--- config.mk ---
export PLATFORM = sky130hd
export DESIGN_NAME = string_detect
export DESIGN_NICKNAME = d
export VERILOG_FILES = /design/src/rtl/str_pkg.sv /design/src/rtl/sat_counter.sv /design/src/rtl/string_detect.sv
export SDC_FILE = /design/constraint.sdc
export NUM_CORES = 1
export LEC_CHECK = 0
export CAP_MARGIN = 10
export CORE_AREA = 3 3 40 42
export CTS_CLUSTER_DIAMETER = 60
export CTS_CLUSTER_SIZE = 25
export DETAILED_ROUTE_END_ITERATION = 12
export DIE_AREA = 0 0 43 45
export PLACE_DENSITY = 0.54
export SYNTH_ARGS = -nofsm -noshare
export SYNTH_HDL_FRONTEND = slang
export SYNTH_SLANG_ARGS = --single-unit
--- constraint.sdc ---
create_clock -name clk -period 2.5 [get_ports clk]
set_input_delay 0.25 -clock clk [delete_from_list [all_inputs] [get_ports clk]]
set_output_delay 0.25 -clock clk [all_outputs]
set_load 0.01 [all_outputs]
--- src/rtl/str_pkg.sv ---
// str_pkg: shared types and constants for string_detect, plus the elaboration-time KMP table builder
package str_pkg;
  typedef enum logic [1:0] {P0, P1, P2, P3} state_t;
  localparam logic [3:0] DEF_PATTERN = 4'b1011;
  localparam int DEF_CNT_W = 8;
  // Returns the next-state table indexed by {state, bit}, 2 bits per entry.
  // For each (k, b) the received string is the k-bit matched prefix followed by b;
  // the entry is the longest j<=3 whose last j received bits equal the first j pattern bits.
  // A full match falls back to the longest proper border (overlap) or to P0.
  function automatic logic [15:0] build_table(logic [3:0] p, bit ov);
    logic [15:0] t;
    logic [3:0] s;
    int best;
    bit ok;
    t = '0;
    for (int k = 0; k < 4; k++) begin
      for (int b = 0; b < 2; b++) begin
        s = '0;
        for (int i = 0; i < k; i++) s[i] = p[3-i];
        s[k] = (b == 1);
        best = 0;
        for (int j = 1; j <= 3; j++) begin
          if (j <= k + 1) begin
            ok = 1'b1;
            for (int i = 0; i < j; i++) if (s[k+1-j+i] != p[3-i]) ok = 1'b0;
            if (ok) best = j;
          end
        end
        if (k == 3 && s[3] == p[0] && !ov) best = 0;
        t[(k*2+b)*2 +: 2] = 2'(best);
      end
    end
    return t;
  endfunction
endpackage

--- src/rtl/sat_counter.sv ---
// sat_counter: saturating up-counter with synchronous clear
// Ports: clk, rst (sync active-high), inc_i (count up), clr_i (zero, beats inc_i), count_o
module sat_counter #(
  parameter int W = 8
) (
  input  logic         clk,
  input  logic         rst,
  input  logic         inc_i,
  input  logic         clr_i,
  output logic [W-1:0] count_o
);
  logic [W-1:0] count_q, count_d;
  always_comb count_d = clr_i ? '0 : (inc_i && !(&count_q)) ? count_q + 1'b1 : count_q;
  always_ff @(posedge clk) begin
    if (rst) count_q <= '0;
    else count_q <= count_d;
  end
  assign count_o = count_q;
endmodule

--- src/rtl/string_detect.sv ---
// string_detect: serial 4-bit pattern detector with KMP fallback and optional match counter
// Ports: clk, rst (sync active-high), sin/sin_valid (serial input), clear (zero match_count),
//        match (1-cycle pulse), match_count (saturating), prefix_len (matched prefix, debug)
// Build option: STRING_DETECT_COUNT_EN builds the match counter; otherwise match_count is 0.
module string_detect
  import str_pkg::*;
#(
  parameter logic [3:0] PATTERN = DEF_PATTERN,
  parameter bit         OVERLAP = 1'b1,
  parameter int         CNT_W   = DEF_CNT_W
) (
  input  logic             clk,
  input  logic             rst,
  input  logic             sin,
  input  logic             sin_valid,
  input  logic             clear,
  output logic             match,
  output logic [CNT_W-1:0] match_count,
  output logic [1:0]       prefix_len
);
  localparam logic [15:0] NXT = build_table(PATTERN, OVERLAP);
  state_t state_q, state_d;
  logic match_q, hit;
  always_comb begin
    hit = sin_valid && state_q == P3 && sin == PATTERN[0];
    state_d = sin_valid ? state_t'(NXT[{state_q, sin, 1'b0} +: 2]) : state_q;
  end
  always_ff @(posedge clk) begin
    if (rst) begin
      state_q <= P0;
      match_q <= 1'b0;
    end else begin
      state_q <= state_d;
      match_q <= hit;
    end
  end
  assign match = match_q;
  assign prefix_len = state_q;
`ifdef STRING_DETECT_COUNT_EN
  sat_counter #(.W(CNT_W)) u_cnt (
    .clk(clk),
    .rst(rst),
    .inc_i(hit),
    .clr_i(clear),
    .count_o(match_count)
  );
`else
  logic unused_clear;
  assign unused_clear = clear;
  assign match_count = '0;
`endif
endmodule

After elaboration in Yosys (flattened, before gate mapping)
Cells that the tools add are included.
{"block": "classes", "addsub": 0, "mul": 0, "div": 0, "n_lt_le_gt_ge": 0, "n_eq_ne": 1, "n_shift": 1, "mux": 0, "bitwise": 0, "reduce_logical": 2}
{"cell": "$shiftx 16x5->2 const A", "n": 1}
{"cell": "$eq 2x2->1 const B", "n": 1}
{"cell": "$logic_and 1x1->1", "n": 2}
{"block": "totals", "regBits": 3, "latchBits": 0, "ram_bits": 0, "mem_bits_ro": 0, "input_bits": 5, "word_cells": 6, "mem_count": 0}

Longest topological paths before layout
{"block": "depth", "word_depth": 3, "depth_mapped": 4}

Least setup slack after synthesis
No wires, ideal clock.
{"block": "synth_timing", "path_kind": "reg-to-reg", "from": "reg state_q[0], in the netlist prefix_len[0]", "to": "reg state_q[1], in the netlist prefix_len[1]", "setup_time_ps": 66, "arrival_ps": 940, "required_ps": 2434, "setup_slack_ps": 1494, "stages_incl_launch_ff": 4, "n_path_buf": 0, "period_less_slack_ps": 1006, "path_cell_list": "dfxtp_1 ha_1 a21bo_1 a21oi_2"}
{"block": "synth_between", "elab_chain_cells": 1}
{"element": "start, declared", "line_no": "string_detect.sv:22", "source": "state_t state_q, state_d;"}
{"element": "start signal, assigned", "line_no": "string_detect.sv:33", "source": "state_q <= state_d;"}
{"element": "$shiftx 16x5->2", "line_no": "string_detect.sv:26", "source": "state_d = sin_valid ? state_t'(NXT[{state_q, sin, 1'b0} +: 2]) : state_q;"}
Every way passes these cells.
A chain may end at the register's enable or synchronous reset.

Worst setup path after layout
{"block": "layout_timing", "from": "reg state_q[0], in the netlist prefix_len[0]", "to": "out prefix_len[0]"}
{"element": "end, declared", "line_no": "string_detect.sv:19", "source": "output logic [1:0] prefix_len"}
No word-level cell between the ends.

==> results.cfg <==
[placement]
gp_congestion = 0.633
dp_hpwl_um = 259
numPortBuffers = 6

[worst_setup_path]
cp_cell_sequence = clkdlybuf4s50_1
cp_slowest_cell = clkdlybuf4s50_1
cp_num_buf_inv = 1
critPathArrivalTime_ns = 1.16
critical_path.top_delay_family = buffers and inverters
crit_path_max_incr_delay_ns = 0.56
critPathLaunchType = flip-flop
required_ns = 2.25
crit_type = reg -> out
end_kind = output pin
critPathMaxFanout = 4

[yosys]
ys_warn_count = 0
synth_area_leaders = dfxtp_1 (32%), buf_4 (32%), ha_1 (6.6%)
ys_seq_area_share_pct = 31.6
ys_seq_elements = 3
synth-edff-count = 0
synth_commonest_cells = buf_4 (8), dfxtp_1 (3)
synth_area_um2 = 190
synth.most_common_cell = buf_4
ys_async_sr_fraction_pct = 0
synth_top_cell_by_area = dfxtp_1
synth_top_area_share_pct = 31.6
postSynthCellCount = 21
synth_cell_type_count = 12
syn_avg_cell_area_um2 = 9.06
ys.flop_type = dfxtp_1

[floorplanning]
coreArea_um2 = 1280
pin_count = 16
row_count = 13
die_h_um = 45
fp.dieW_um = 43
start_util_pct = 14.8
die_area_um2 = 1940

[cts]
cts_tree = done
hold_buffers = 0
clk_latency_ns = 0.23
cts.htree.levels = 1
post_cts_resized = 0
cts_inserted_buffers = 3
root_buffer = clkbuf_4
post_cts_buffers = 0
clock_path_buffers = 2
clkSinkCount = 3
path_clk_slew_ns = 0.04

[layout]
fin_util_pct = 20.4
n_fill_cell = 156
layout-drive-gt1-share_pct = 13.3
regArea_um2 = 60.1
finalNetCount = 37
syn_to_final_growth_pct = 37.5
diodes = 0
multiInputGateArea_um2 = 92.6

[sta]
tns_ns = 0
skew_ns = 0.000885
finalHoldViolations = 0
setup_viol = 0
fmax_mhz = 711
timing.final.crit_period_ns = 1.41
maxSlewViolCount = 0
fin_hold_ws_ns = 0.470
rsz0062_at_grt = false
min_period_over_period_pct = 56.2

[routing]
met3_length_um = 81
dr.max_layer_used = met3
wl_um = 329
m1WireLength_um = 127
postRouteAntennaNets = 0
first_pass_iters = 2
wl_met2_um = 120
routedWlPerCell_um = 7.31
drcViolationCount = 0
viasPerCell = 3.22
vias = 145
drtIter0Drc = 1

[power_and_ir_drop]
leakagePower_nw = 0.116
power_density_nw_per_um2 = 588
ir_drop_uv = 239

[global_routing]
grt_pass1_vias = 123
grt_pass1_wl_um = 510
antenna_found_initial = 0
grt_max_degree = 5
grt_overflow = 0
grt_use_total_pct = 4.41

[run]
maxCapViolations = 0

[run_status]
status = finished clean

[hold_path]
worst_hold_path_type = reg -> reg
worst paths after layout:
path / start / end / slack (ns) / cells after the start
setup / recovery: prefix_len[0]$_SDFFE_PP0P_ / prefix_len[0] / 1.09 / 1
hold / removal: prefix_len[1]$_SDFFE_PP0P_ / match$_SDFF_PP0_ / 0.47 / 2
setup reg to reg: prefix_len[0]$_SDFFE_PP0P_ / prefix_len[1]$_SDFFE_PP0P_ / 1.50 / 3
hold reg to reg: prefix_len[1]$_SDFFE_PP0P_ / match$_SDFF_PP0_ / 0.47 / 2
metal layers:
metal  up-vias  GRT usage [%]
met5         -              0
met4         0           1.81
met3         0           7.57
met2        11           4.79
met1        63           3.61
li1         71              -
where the power goes:
part	total [mW]	internal (mW)	switching (mW)	leakage [nW]
clock network	0.0834	0.0597	0.0237	0.0150
logic	0.0195	0.00873	0.0107	0.0762
registers	0.0509	0.0496	0.00135	0.0244
final cells by class:
cell class                      instances  share of cell area [%]
Clock buffer                            4                    10.0
Inverter                                1                    1.44
Multi-Input combinational cell         16                    35.4
Sequential cell                         3                    23.0
Tap cell                               15                    7.18
Timing Repair Buffer                    6                    23.0
per-stage QoR:
| step | cell area, um^2 | instances | setup WS [ns] | total power [mW] |
|---|---|---|---|---|
| 4_1_cts | 262 | 45 | 1.08 | 0.160 |
| 2_1_floorplan | 216 | 28 | 1.49 | 0.0705 |
| 3_5_place_dp | 235 | 41 | 1.02 | 0.0710 |
| 6_report | 262 | 45 | 1.09 | 0.154 |
| 5_1_grt | 262 | 45 | 1.03 | 0.166 |
| 3_3_place_gp | 235 | 41 | 1.04 | 0.0708 |
placed cells by master (no fill, tap or decap), types with 3 or more instances in the layout:
cell,n
conb_1,8
clkbuf_4,3
clkdlybuf4s50_1,6
dfxtp_1,3
state kept, by name (all words and copies together), names as in the netlist:
| register | flops |
|---|---|
| prefix_len | 2 |
| match | 1 |
cells by family after synthesis:
kind of cell    after synthesis  synth area share (%)
other cells                   1                  1.97
compound gates                2                  9.87
mux                           1                  5.26
fa+ha+maj                     1                  6.58
simple gates                  4                  11.2
flops                         3                  31.6
buf+inv                       9                  33.6
Note: power is estimated with default switching activity, not from simulation.
